--- config.mk ---
export PLATFORM = sky130hd
export DESIGN_NAME = tc7_mod_accumulator
export DESIGN_NICKNAME = d
export VERILOG_FILES = /design/src/rtl/tc7_mod_accumulator.sv
export SDC_FILE = /design/constraint.sdc
export NUM_CORES = 1
export LEC_CHECK = 0
export CAP_MARGIN = 20
export CORE_AREA = 5 5 63 65
export CTS_CLUSTER_DIAMETER = 200
export DETAILED_ROUTE_END_ITERATION = 10
export DIE_AREA = 0 0 68 70
export PLACE_DENSITY = 0.76
export SYNTH_ARGS = -nofsm -noshare
export SYNTH_HDL_FRONTEND = slang
export SYNTH_SLANG_ARGS = --single-unit
--- constraint.sdc ---
create_clock -name clk -period 5.65 [get_ports clk]
set_input_delay 1.4125 -clock clk [delete_from_list [all_inputs] [get_ports clk]]
set_output_delay 1.4125 -clock clk [all_outputs]
set_load 0.01 [all_outputs]
--- src/rtl/tc7_mod_accumulator.sv ---
// Streaming mod-7 accumulator over thermometer-coded residues; sums each frame
// and presents the residue, beat count and illegal-code flag through a 1-deep output buffer.
module tc7_mod_accumulator #(
  parameter int CNT_W = 8
) (
  input  logic             clk,
  input  logic             rst,
  input  logic             in_valid,
  output logic             in_ready,
  input  logic [6:1]       in_tc,
  input  logic             in_last,
  output logic             out_valid,
  input  logic             out_ready,
  output logic [6:1]       out_tc,
  output logic [CNT_W-1:0] out_count,
  output logic             out_err
);

  typedef enum logic {ACC = 1'b0, HOLD = 1'b1} state_e;

  localparam logic [CNT_W-1:0] CNT_MAX = '1;

  function automatic logic tc_legal(input logic [6:1] tc);
    return tc inside {6'b000000, 6'b000001, 6'b000011, 6'b000111,
                      6'b001111, 6'b011111, 6'b111111};
  endfunction

  // Illegal patterns decode to 0 so they leave the running residue untouched.
  function automatic logic [2:0] tc_decode(input logic [6:1] tc);
    logic [2:0] n;
    n = 3'd0;
    for (int i = 1; i <= 6; i++) n = n + {2'b00, tc[i]};
    return tc_legal(tc) ? n : 3'd0;
  endfunction

  function automatic logic [2:0] mod7_add(input logic [2:0] a, input logic [2:0] b);
    logic [3:0] s;
    s = {1'b0, a} + {1'b0, b};
    if (s >= 4'd7) s = s - 4'd7;
    return s[2:0];
  endfunction

  function automatic logic [6:1] tc_encode(input logic [2:0] r);
    logic [6:1] t;
    for (int i = 1; i <= 6; i++) t[i] = (i <= int'(r));
    return t;
  endfunction

  state_e           state_q, state_d;
  logic [2:0]       acc_q, acc_d;
  logic [CNT_W-1:0] cnt_q, cnt_d;
  logic             err_q, err_d;
  logic             out_valid_q, out_valid_d;
  logic [6:1]       out_tc_q, out_tc_d;
  logic [CNT_W-1:0] out_count_q, out_count_d;
  logic             out_err_q, out_err_d;

  logic             accept, consume, cnt_sat, beat_err;
  logic [2:0]       acc_sum;
  logic [CNT_W-1:0] cnt_inc;

  assign in_ready  = ~out_valid_q | out_ready;
  assign accept    = in_valid & in_ready;
  assign consume   = (state_q == HOLD) & out_ready;

  assign cnt_sat   = (cnt_q == CNT_MAX);
  assign cnt_inc   = cnt_sat ? cnt_q : cnt_q + 1'b1;
  assign beat_err  = ~tc_legal(in_tc) | cnt_sat;
  assign acc_sum   = mod7_add(acc_q, tc_decode(in_tc));

  always_comb begin
    state_d     = state_q;
    acc_d       = acc_q;
    cnt_d       = cnt_q;
    err_d       = err_q;
    out_valid_d = out_valid_q;
    out_tc_d    = out_tc_q;
    out_count_d = out_count_q;
    out_err_d   = out_err_q;

    if (consume) begin
      out_valid_d = 1'b0;
      state_d     = ACC;
    end

    // acc/cnt/err are already zero whenever a beat lands in HOLD, so a
    // same-cycle consume+accept naturally starts the next frame from zero.
    if (accept) begin
      if (in_last) begin
        out_tc_d    = tc_encode(acc_sum);
        out_count_d = cnt_inc;
        out_err_d   = err_q | beat_err;
        out_valid_d = 1'b1;
        state_d     = HOLD;
        acc_d       = 3'd0;
        cnt_d       = '0;
        err_d       = 1'b0;
      end else begin
        acc_d = acc_sum;
        cnt_d = cnt_inc;
        err_d = err_q | beat_err;
      end
    end
  end

  always_ff @(posedge clk) begin
    if (rst) begin
      state_q     <= ACC;
      acc_q       <= 3'd0;
      cnt_q       <= '0;
      err_q       <= 1'b0;
      out_valid_q <= 1'b0;
      out_tc_q    <= 6'b000000;
      out_count_q <= '0;
      out_err_q   <= 1'b0;
    end else begin
      state_q     <= state_d;
      acc_q       <= acc_d;
      cnt_q       <= cnt_d;
      err_q       <= err_d;
      out_valid_q <= out_valid_d;
      out_tc_q    <= out_tc_d;
      out_count_q <= out_count_d;
      out_err_q   <= out_err_d;
    end
  end

  assign out_valid = out_valid_q;
  assign out_tc    = out_tc_q;
  assign out_count = out_count_q;
  assign out_err   = out_err_q;

endmodule

==> summary.txt <==
Run status
  – Outcome: finished clean

STA
  – Period minus WS final: 5324 ps
  – # setup viols final: 0
  – RSZ-0062 raised after global routing: no
  – Fin crit share: 0.9423
  – Max frequency: 187.8 MHz
  – Setup TNS: 0 ps
  – Slew HR: 0.4816
  – Slew Limit Fails: 0
  – Final Hold Fails: 0
  – Clock Skew: 5.165 ps
  – Final Hold Slack: 446.4 ps
  – Slew of the pin with the lowest slew margin: 770.4 ps

Setup path
  – Worst reg2reg path depth: 8
  – Worst EP required: 5840 ps
  – Crit-path max FO: 4
  – Kind of critical path: input pin to register
  – Crit path launch type: input pin
  – Reg2reg end: acc_q[1]$_SDFFE_PP0P_
  – Worst r2r src: acc_q[0]$_SDFFE_PP0P_
  – Reg2Reg Setup Slack: between 3000 and 4000 ps
  – CP endpoint kind: register
  – CP Launch Point: in_tc[1]
  – Critical path arrival: 5510 ps
  – Setup crit end: acc_q[1]$_SDFFE_PP0P_

Routing
  – Routed len/inst: 14.22 um
  – Via count: 1489
  – Routed vias/inst: around 5.6
  – First-pass iteration count of the detailed router: 4
  – Number of DRC markers in iteration 0: 106
  – Post-Route WL: 3767 um
  – Antenna Nets Post-Route: 0
  – Post-route DRC violation count: 0

Min path
  – HP Start: out_count[3]$_SDFFE_PP0P_
  – WHS Path Cells: 2
  – Hold Path Class: register to register

Synthesis
  – Ys flop type: dfxtp_1
  – Synthesized flop and latch total: 29
  – Mapped cell area: ~1700 um2
  – YS warnings: 0
  – Post-synthesis sequential area ratio: 0.3489
  – Syn Nets: 218
  – Syn Inst Count: 194
  – Async set or reset register ratio after synthesis: 0
  – Synth cell types: 47
  – Synth Area per Inst: 8.578 um2
  – Post-synth EDFFs: 0

Final layout
  – Layout cells sized above 1: 0.05023
  – # nets final: 243
  – Area delta synth->final: 20.00%
  – Commonest non-fill, non-tap cells in the layout: dfxtp_1 (29), clkdlybuf4s50_1 (27), nand2_1 (25), inv_1 (15), nor2_1 (10)
  – Most common cell after layout, fill and taps aside: dfxtp_1
  – Final instance area: between 1500 and 2000 um2
  – Antenna diodes: 0

Floorplan
  – Row cnt: 21
  – Die area: 4760 um2
  – Initial Util: 0.5067
  – I/O pins: 28
  – Vert. Die Dim: 70 um
  – Core area: 3284 um2
  – Die X: ~68 um

Clocking
  – Root Buffer: clkbuf_4
  – CTS tree: yes
  – Hold Buf Count CTS: 0
  – Cts repair resizes: 0
  – CTS Buf Count: 5
  – CTS sink cnt: 29
  – Number of setup buffers added after CTS: 0
  – H-tree Lvls: 2
  – Clock-pin transition on the worst setup and hold timing paths: 80 ps
  – CTS Buffer Depth: 2
  – Worst-Skew Late Latency: 320 ps

Placement
  – Buffers on Ports: 27
  – Global placement routability congestion: between 0.8 and 0.9
  – Placed inst area: 1942 um2
  – DP HPWL: 2957 um

GRT
  – Initial antenna violation count: 0
  – Pin count of the biggest net entering global routing: 19
  – Global-route wire length before repair: 6506 um
  – GRT overflow: 0
  – Tot GR Track Use: 0.1748
  – Vias in the first global route: 1505

Power and ir drop
  – Maximum VDD drop: 172.7 uV
  – Cell Pwr Density: between 200 and 250 nW/um2
  – Static leakage power: 0.0007699 uW

Run
  – Max_cap viols: 0
## how the worst min path moves through the flow
| stage | end |
|---|---|
| after global placement | out_tc[4]$_SDFFE_PP0P_ |
| after floorplan | acc_q[2]$_SDFFE_PP0P_ |
| final | out_count[3]$_SDFFE_PP0P_ |
| after CTS | out_count[3]$_SDFFE_PP0P_ |
| after global routing | out_count[0]$_SDFFE_PP0P_ |
| after detailed placement | out_count[3]$_SDFFE_PP0P_ |
## critical path, cell delays in order
cell             delay (ps)
clkdlybuf4s50_1         490
fa_1                    560
inv_1                    50
fa_1                    470
inv_1                    40
ha_1                    170
fa_1                    490
nand2_1                  70
fa_1                    540
inv_1                    80
ha_1                    250
a221oi_2                410
mux2i_1                 330
o32ai_1                 130
## cells in the mapped netlist, types with 3 or more instances
library cell,instances,area (um2)
xnor2_1,4,35.03
nor2_1,10,37.54
nand2_1,25,93.84
nor3_1,3,15.01
a211oi_1,3,22.52
buf_2,4,20.02
o21ai_1,6,30.03
nand3_1,4,20.02
ha_1,9,112.6
a21oi_1,8,40.04
inv_1,15,56.30
mux2i_1,3,30.03
dfxtp_1,29,580.6
clkbuf_1,4,15.01
nand2b_1,4,25.02
a31oi_1,4,25.02
and2_1,3,18.77
a32o_1,3,30.03
o21ai_0,9,45.04
fa_1,4,80.08
## per-layer routing
layer / share of wire / track usage / up-vias
met3: 0.059 / 0.04327 / 6
li1: - / - / 744
met5: 0 / 0 / -
met1: 0.44 / 0.2079 / 692
met4: 0.012 / 0.06181 / 0
met2: 0.49 / 0.2966 / 47
## sequential cells by signal, summed over array words and instances (netlist names)
signal,flops
out_valid,1
acc_q,3
cnt_q,8
out_tc,6
out_count,8
state_q,1
out_err,1
err_q,1
## area by class of cell
| cell class | count | area, um2 |
|---|---|---|
| Clock buffer | 7 | 55.05 |
| Fill cell | 315 | 1287 |
| Inverter | 16 | 60.06 |
| Multi-Input combinational cell | 139 | 965.9 |
| Sequential cell | 29 | 580.6 |
| Tap cell | 46 | 57.56 |
| Timing Repair Buffer | 28 | 277.8 |
## power by group
group,internal (uW),switching [uW]
registers,209,3.01
clock network,58.6,65.6
logic,29.7,37.3
total,298,106
## cell families (layout without fill, tap and decap cells)
| logic type | Yosys count | count (layout) | synth area share |
|---|---|---|---|
| DFF | 29 | 29 | 0.3489 |
| muxes | 3 | 3 | 0.01805 |
| buffers and inverters | 26 | 51 | 0.07067 |
| xor gates and xnor gates | 6 | 6 | 0.03158 |
| adders and majority gates | 13 | 13 | 0.1158 |
| and+or+nand+nor | 64 | 64 | 0.1955 |
| AOI/OAI and AO/OA | 53 | 53 | 0.2196 |
## metrics by stage
stage               worst slack [ps]  power [uW]  instances  utilization
floorplan                      760.0       257.5        194            -
global placement               133.7       280.2        258       0.5912
detailed placement            -22.62       284.0        258       0.5912
CTS                            331.5       408.5        265       0.6080
global route                   196.0       424.1        265       0.6080
finish                         325.9       403.4        265       0.6080
Note: power is estimated with default switching activity, not from simulation.
